**src/rtl/status_frame_tx_if.sv**
```systemverilog
// status_frame_tx_if
// Groups the protection status inputs and the serial link outputs of the
// status frame transmitter so they can be passed around as one bundle.
//   algorithmEnable  status: algorithm enabled
//   SVMEnable        status: SVM output enabled
//   ADCErr[2:0]      status: per-channel ADC limit faults
//   IGBTErr[3:0]     status: latched driver fault code, 4'hF = no fault
//   txd              UART 8N1 serial output, idle high
//   txBusy           high for the whole duration of a frame
//   frameDone        one-cycle pulse in the last stop-bit cycle of a frame
// master: the status producer / link observer side.
// slave : the transmitter side.
interface status_frame_tx_if;
  logic       algorithmEnable;
  logic       SVMEnable;
  logic [2:0] ADCErr;
  logic [3:0] IGBTErr;
  logic       txd;
  logic       txBusy;
  logic       frameDone;

  modport master (
    output algorithmEnable, SVMEnable, ADCErr, IGBTErr,
    input  txd, txBusy, frameDone
  );

  modport slave (
    input  algorithmEnable, SVMEnable, ADCErr, IGBTErr,
    output txd, txBusy, frameDone
  );
endinterface

```
**src/rtl/status_frame_tx.sv**
```systemverilog
// status_frame_tx
// Serialises the live protection status into a 5-byte UART 8N1 frame towards
// the MK/panel link. A frame is requested periodically (heartbeat) and on any
// change of the status inputs; requests are sticky and merge into one frame.
// Frame bytes (each sent LSB first, start/8 data/stop, no gap between bytes):
//   B0 = HEADER
//   B1 = {2'b00, algorithmEnable, SVMEnable, 1'b0, ADCErr}
//   B2 = {4'h0, IGBTErr}
//   B3 = sequence number (increments once per completed frame)
//   B4 = B0 ^ B1 ^ B2 ^ B3
// B1..B3 are captured when the frame starts so a frame is never torn.
// Ports:
//   clk    system clock
//   reset  synchronous, active-high reset
//   bus    status_frame_tx_if.slave (status inputs, txd/txBusy/frameDone)
module status_frame_tx #(
  parameter int unsigned CLK_DIV      = 434,
  parameter int unsigned FRAME_PERIOD = 500000,
  parameter logic [7:0]  HEADER       = 8'hA5
) (
  input  logic              clk,
  input  logic              reset,
  status_frame_tx_if.slave  bus
);

  localparam int unsigned     DIV_W      = (CLK_DIV > 1) ? $clog2(CLK_DIV) : 1;
  localparam int unsigned     TMR_W      = $clog2(FRAME_PERIOD);
  localparam logic [DIV_W-1:0] DIV_LAST  = DIV_W'(CLK_DIV - 1);
  localparam logic [DIV_W-1:0] DIV_PRE   = DIV_W'(CLK_DIV - 2);
  localparam logic [TMR_W-1:0] TMR_LAST  = TMR_W'(FRAME_PERIOD - 1);
  // {alg, svm, adc, igbt} of a healthy, disabled system: no frame is forced
  // out of reset when the inputs sit at these values.
  localparam logic [8:0]      STATUS_RST = {1'b0, 1'b0, 3'b000, 4'hF};

  typedef enum logic [1:0] {IDLE, START, DATA, STOP} state_t;

  state_t           state_q, state_d;
  logic [DIV_W-1:0] div_cnt_q, div_cnt_d;
  logic [2:0]       bit_idx_q, bit_idx_d;
  logic [2:0]       byte_idx_q, byte_idx_d;
  logic [7:0]       cur_byte_q, cur_byte_d;
  logic [7:0]       b1_q, b1_d;
  logic [7:0]       b2_q, b2_d;
  logic [7:0]       b3_q, b3_d;
  logic [7:0]       seq_q, seq_d;
  logic             pending_q, pending_d;
  logic [TMR_W-1:0] timer_q, timer_d;
  logic [8:0]       prev_status_q, prev_status_d;
  logic             txd_q, txd_d;
  logic             tx_busy_q, tx_busy_d;
  logic             frame_done_q, frame_done_d;

  logic [8:0] status_now;
  logic       status_changed;
  logic       timer_hit;
  logic       div_last;
  logic [7:0] checksum;
  logic [2:0] next_byte_idx;
  logic [2:0] next_bit_idx;
  logic [7:0] next_byte;

  always_comb begin
    status_now     = {bus.algorithmEnable, bus.SVMEnable, bus.ADCErr, bus.IGBTErr};
    status_changed = (status_now != prev_status_q);
    timer_hit      = (timer_q == TMR_LAST);
    div_last       = (div_cnt_q == DIV_LAST);
    checksum       = HEADER ^ b1_q ^ b2_q ^ b3_q;
    next_byte_idx  = byte_idx_q + 3'd1;
    next_bit_idx   = bit_idx_q + 3'd1;

    case (next_byte_idx)
      3'd1:    next_byte = b1_q;
      3'd2:    next_byte = b2_q;
      3'd3:    next_byte = b3_q;
      default: next_byte = checksum;
    endcase

    state_d       = state_q;
    div_cnt_d     = div_last ? '0 : div_cnt_q + 1'b1;
    bit_idx_d     = bit_idx_q;
    byte_idx_d    = byte_idx_q;
    cur_byte_d    = cur_byte_q;
    b1_d          = b1_q;
    b2_d          = b2_q;
    b3_d          = b3_q;
    seq_d         = seq_q;
    prev_status_d = status_now;
    timer_d       = timer_hit ? '0 : timer_q + 1'b1;
    // Requests are sticky until a frame actually starts, whatever the state.
    pending_d     = pending_q | status_changed | timer_hit;
    txd_d         = txd_q;
    tx_busy_d     = tx_busy_q;
    frame_done_d  = 1'b0;

    case (state_q)
      IDLE: begin
        div_cnt_d = '0;
        if (pending_q) begin
          // The snapshot uses the inputs present at this edge, so a change or
          // timer expiry landing on this very edge is already covered by this
          // frame and is dropped together with the old request.
          state_d    = START;
          b1_d       = {2'b00, bus.algorithmEnable, bus.SVMEnable, 1'b0, bus.ADCErr};
          b2_d       = {4'h0, bus.IGBTErr};
          b3_d       = seq_q;
          cur_byte_d = HEADER;
          byte_idx_d = 3'd0;
          pending_d  = 1'b0;
          timer_d    = '0;
          txd_d      = 1'b0;
          tx_busy_d  = 1'b1;
        end
      end

      START: begin
        if (div_last) begin
          state_d   = DATA;
          bit_idx_d = 3'd0;
          txd_d     = cur_byte_q[0];
        end
      end

      DATA: begin
        if (div_last) begin
          if (bit_idx_q == 3'd7) begin
            state_d = STOP;
            txd_d   = 1'b1;
          end else begin
            bit_idx_d = next_bit_idx;
            txd_d     = cur_byte_q[next_bit_idx];
          end
        end
      end

      STOP: begin
        // frameDone is registered, so it is raised one cycle early to land on
        // the final stop-bit cycle of the checksum byte.
        if (byte_idx_q == 3'd4 && div_cnt_q == DIV_PRE) begin
          frame_done_d = 1'b1;
        end
        if (div_last) begin
          if (byte_idx_q == 3'd4) begin
            state_d   = IDLE;
            tx_busy_d = 1'b0;
            seq_d     = seq_q + 8'd1;
          end else begin
            state_d    = START;
            byte_idx_d = next_byte_idx;
            cur_byte_d = next_byte;
            txd_d      = 1'b0;
          end
        end
      end

      default: begin
        state_d = IDLE;
      end
    endcase
  end

  // All state, including the serial line and handshake outputs, is registered
  // here; reset aborts any frame in flight immediately.
  always_ff @(posedge clk) begin
    if (reset) begin
      state_q       <= IDLE;
      div_cnt_q     <= '0;
      bit_idx_q     <= 3'd0;
      byte_idx_q    <= 3'd0;
      cur_byte_q    <= 8'h00;
      b1_q          <= 8'h00;
      b2_q          <= 8'h00;
      b3_q          <= 8'h00;
      seq_q         <= 8'h00;
      pending_q     <= 1'b0;
      timer_q       <= '0;
      prev_status_q <= STATUS_RST;
      txd_q         <= 1'b1;
      tx_busy_q     <= 1'b0;
      frame_done_q  <= 1'b0;
    end else begin
      state_q       <= state_d;
      div_cnt_q     <= div_cnt_d;
      bit_idx_q     <= bit_idx_d;
      byte_idx_q    <= byte_idx_d;
      cur_byte_q    <= cur_byte_d;
      b1_q          <= b1_d;
      b2_q          <= b2_d;
      b3_q          <= b3_d;
      seq_q         <= seq_d;
      pending_q     <= pending_d;
      timer_q       <= timer_d;
      prev_status_q <= prev_status_d;
      txd_q         <= txd_d;
      tx_busy_q     <= tx_busy_d;
      frame_done_q  <= frame_done_d;
    end
  end

  assign bus.txd       = txd_q;
  assign bus.txBusy    = tx_busy_q;
  assign bus.frameDone = frame_done_q;

endmodule
```
**src/flat_wrapper.sv**
```systemverilog
// flat-port wrapper written by rule: the top's interface ports become plain ports
module status_frame_tx_flat 
#(
  parameter int unsigned CLK_DIV      = 434,
  parameter int unsigned FRAME_PERIOD = 500000,
  parameter logic [7:0]  HEADER       = 8'hA5
)
  (clk, reset, bus_algorithmEnable, bus_SVMEnable, bus_ADCErr, bus_IGBTErr, bus_txd, bus_txBusy, bus_frameDone);
  status_frame_tx_if bus_i ();
  input  logic clk;
  input  logic reset;
  input wire logic [$bits(bus_i.algorithmEnable)-1:0] bus_algorithmEnable;
  input wire logic [$bits(bus_i.SVMEnable)-1:0] bus_SVMEnable;
  input wire logic [$bits(bus_i.ADCErr)-1:0] bus_ADCErr;
  input wire logic [$bits(bus_i.IGBTErr)-1:0] bus_IGBTErr;
  output wire logic [$bits(bus_i.txd)-1:0] bus_txd;
  output wire logic [$bits(bus_i.txBusy)-1:0] bus_txBusy;
  output wire logic [$bits(bus_i.frameDone)-1:0] bus_frameDone;
  assign bus_i.algorithmEnable = bus_algorithmEnable;
  assign bus_i.SVMEnable = bus_SVMEnable;
  assign bus_i.ADCErr = bus_ADCErr;
  assign bus_i.IGBTErr = bus_IGBTErr;
  assign bus_txd = bus_i.txd;
  assign bus_txBusy = bus_i.txBusy;
  assign bus_frameDone = bus_i.frameDone;
  status_frame_tx #(.CLK_DIV(CLK_DIV), .FRAME_PERIOD(FRAME_PERIOD), .HEADER(HEADER)) u_core (.clk(clk), .reset(reset), .bus(bus_i));
endmodule
```
**config.mk**
```make
export PLATFORM = sky130hd
export DESIGN_NAME = status_frame_tx_flat
export DESIGN_NICKNAME = d
export VERILOG_FILES = /design/src/rtl/status_frame_tx_if.sv /design/src/rtl/status_frame_tx.sv /design/src/flat_wrapper.sv
export SDC_FILE = /design/constraint.sdc
export NUM_CORES = 1
export LEC_CHECK = 0
export CORE_AREA = 2 2 97 99
export DETAILED_ROUTE_END_ITERATION = 16
export DIE_AREA = 0 0 99 101
export HOLD_SLACK_MARGIN = 0.1
export MAX_ROUTING_LAYER = met4
export PLACE_DENSITY_LB_ADDON = 0.05
export RECOVER_POWER = 25
export SLEW_MARGIN = 20
export SYNTH_ARGS = -nofsm -noshare
export SYNTH_HDL_FRONTEND = slang
export SYNTH_SLANG_ARGS = --single-unit
export TNS_END_PERCENT = 10
```
**constraint.sdc**
```tcl
create_clock -name clk -period 4 [get_ports clk]
set_input_delay 0.6 -clock clk [delete_from_list [all_inputs] [get_ports clk]]
set_output_delay 0.6 -clock clk [all_outputs]
set_load 0.005 [all_outputs]
```
==> impl_metrics.toml <==
[cts]
cts_setup_buffers = 0
clock_latency_ns = 0.36
clock-sinks = 82
cts.repair.resized = 0
path_clk_slew_ns = 0.08
cts_buffers = 9
cts-hold-fix-buffers = 0
cts_tree = "built"
cts_root_buffer = "clkbuf_8"
clockBufferDepth = 2
h-tree-depth = 3

[yosys]
ys_ff_latch = 82
async_flop_share_pct = 0
syn-cell-area_sq_um = 3910
yosys.area.top_type = "dfxtp_1"
synth_top_area_share_pct = 42.0
yosysWarnings = 0
synth_flop_cell = "dfxtp_1"
synth_cell_types = 55
synth_edf_count = 0
syn_area_per_cell_sq_um = 8.64
postSynthCellCount = 452
syn-num-nets = 478
ys_seq_area_share_pct = 42.0
yosys-top-cells-area = "dfxtp_1, ha_1, a21oi_1"

[sta]
setup_viol = 0
rsz0062_at_grt = "no"
finalCritPeriodShare_pct = 63.1
setup_tns_ns = 0
fmax_mhz = 396
finalMaxSlewViolations = 0
slew_headroom_pct = 42.6
finalClockSkew_ns = 0.0120
tightest_slew_ns = 0.861
min_period_ns = 2.53
hold_violations = 0

[route]
num_vias = 3117
wire_per_inst_microns = 14.1
ant_nets = 0
vias_per_cell = 5.42
finalWirelength_mm = 8.11
drc = 0
drtIter0Drc = 144
drtPass1Iterations = 4

[power]
switching_share_pct = 30.0
pwr-share-seq_pct = 46.5
p_clk_share_pct = 32.1
combinationalPowerShare_pct = 21.4
power_switching_mw = 0.620
vdd_drop_max_uv = 226
finalPower_mw = 2.07
power.internal_mw = 1.45
power-per-cell-area_nw_per_um2 = 478
p_leak_nw = 1.52

[floorplan]
start_util_pct = 43.5
rows = 35
core_sq_um = 8980
dieHeight_microns = 101
die_x_microns = 99
die_area_sq_um = 10000
ios = 14

[layout]
multiInputGateArea_sq_um = 2120
final_area_sq_um = 4330
regArea_sq_um = 1640
post_layout_nonfiller_instances = 575
antennaDiodeCount = 0
drive_gt1_share_pct = 5.82
fill_cells = 876
nets = 486
area_growth_pct = 10.9
postLayoutCoreUtil_pct = 48.2

[global_routing]
overflow = 0
grt_pass1_vias = 3017
track_usage_pct = 18.1
grt_pass1_wl_mm = 14.2
grt_start_max_net_pins = 33
antenna_found_initial = 0

[setup_path]
reg2reg_from = "u_core.state_q[0]"
reg2reg_depth = 7
crit_chain = "inv_1 -> ha_1 -> and2_1 -> clkbuf_1 -> nor2_1 -> o21ai_2 -> nor2_1"
arrival_ns = 2.74
path_delay_family = "buffers and inverters"
critPathMaxFanout = 21
crit_type = "flip-flop to flip-flop"
required_ns = 4.21
timing.rr.end = "u_core.timer_q[14]"
crit_path_end_kind = "flip-flop"
critPathMaxStageDelay_ns = 0.64
r2r_slack_ns = 1.47
worst-path-stages = 7
crit_start = "u_core.state_q[0]"
slowest_stage = "clkbuf_1"
crit_buf_inv = 2
critPathLaunchType = "flip-flop"
crit_top_cell = "nor2_1"
cp-endpoint = "u_core.timer_q[14]"

[place]
routabilityCongestion = 0.848
dpl.hpwl_mm = 5.85
dp.cells = 560
io_buffer_count = 13
placed_area_sq_um = 4120

[run]
max-cap-violations = 0

[outcome]
status = "finished, final reports clean"

[worst_hold_path]
hp-class = "flip-flop to flip-flop"
holdPathStages = 2
cell type report:
class | count | area share [%]
flip-flops and latches | 82 | 37.9
inverters | 20 | 1.73
well taps | 111 | 3.21
clock inverters | 4 | 1.76
clock buffers | 11 | 3.26
repair buffers | 15 | 3.15
multi-input cells | 332 | 49.0
through the flow:
step | hold WS (ns) | setup slack, ns
2_1_floorplan | 0.430 | 1.95
3_3_place_gp | 0.441 | 1.73
3_5_place_dp | 0.453 | 1.78
4_1_cts | 0.472 | 1.76
5_1_grt | 0.498 | 1.21
6_report | 0.469 | 1.47
flip-flops by register name (all words and copies together) (netlist names):
name                  flops
u_core.b3_q               8
u_core.bus.txd            1
u_core.timer_q           19
u_core.seq_q              8
u_core.b2_q               4
u_core.cur_byte_q         8
u_core.bus.txBusy         1
u_core.pending_q          1
u_core.bit_idx_q          3
u_core.b1_q               5
u_core.prev_status_q      9
u_core.byte_idx_q         3
u_core.div_cnt_q          9
u_core.state_q            2
u_core.bus.frameDone      1
cell families (layout without fill, tap and decap cells):
logic type                 after synthesis  in the layout  synth area share (%)
adders and majority gates               15             15                  4.80
and+or+nand+nor                        177            177                  23.4
AOI/OAI and AO/OA                       99             99                  16.3
muxes                                    7              7                  2.11
xor gates and xnor gates                34             34                  7.62
DFF                                     82             82                  42.0
buffers and inverters                   38             50                  3.78
placed cells by master (no fill, tap or decap), types with 11 or more instances in the layout:
master,netlist,layout
inv_1,20,20
nor2b_1,11,11
nor2_1,38,38
nand2_1,42,42
ha_1,15,15
dfxtp_1,82,82
xnor2_1,18,18
a21oi_1,34,34
nand3_1,17,17
o21ai_0,22,22
nand4_1,12,12
xor2_1,16,16
tightest hold or removal path, delay by kind of cell, from the launching register on:
family	cells	cell delay [ns]
flops	1	0.32
simple gates	1	0.06
compound gates	1	0.05
how the worst min path moves through the flow:
stage	to	slack (ns)	start
final	u_core.b3_q[7]	0.47	u_core.seq_q[7]
after global routing	u_core.timer_q[0]	0.50	u_core.timer_q[0]
after CTS	u_core.b3_q[7]	0.47	u_core.seq_q[7]
after detailed placement	u_core.timer_q[0]	0.45	u_core.timer_q[0]
after global placement	u_core.timer_q[0]	0.44	u_core.timer_q[0]
after floorplan	u_core.timer_q[0]	0.43	u_core.timer_q[0]
synthesized netlist by cell type, drive strengths merged (6+ instances only):
master and number:
o21ai 23, a21oi 34, xor2 16, nor2 38, xnor2 18, ha 15, or3 10, nor3 9
dfxtp 82, or2 7, a221oi 6, inv 20, nand2 42, nor2b 11, and2 6, nand3 18
mux2i 6, nand4 12, clkbuf 13
power by group through the flow:
stage | Sequential [mW] | Clock, mW | Combinational [mW]
floorplan | 0.962 | 0 | 0.343
global placement | 0.981 | 0 | 0.446
detailed placement | 0.984 | 0 | 0.449
CTS | 0.964 | 0.683 | 0.452
global route | 0.976 | 0.715 | 0.507
finish | 0.963 | 0.663 | 0.444
layer usage:
metal / vias up / GRT usage, % / part of all wire [%]
li1: 1630 / - / -
met1: 1446 / 24.8 / 52
met2: 32 / 26.9 / 44
met3: 9 / 2.57 / 2.8
met4: 0 / 7.38 / 1.2
met5: - / - / 0
Power figures use the tool's default switching activity.
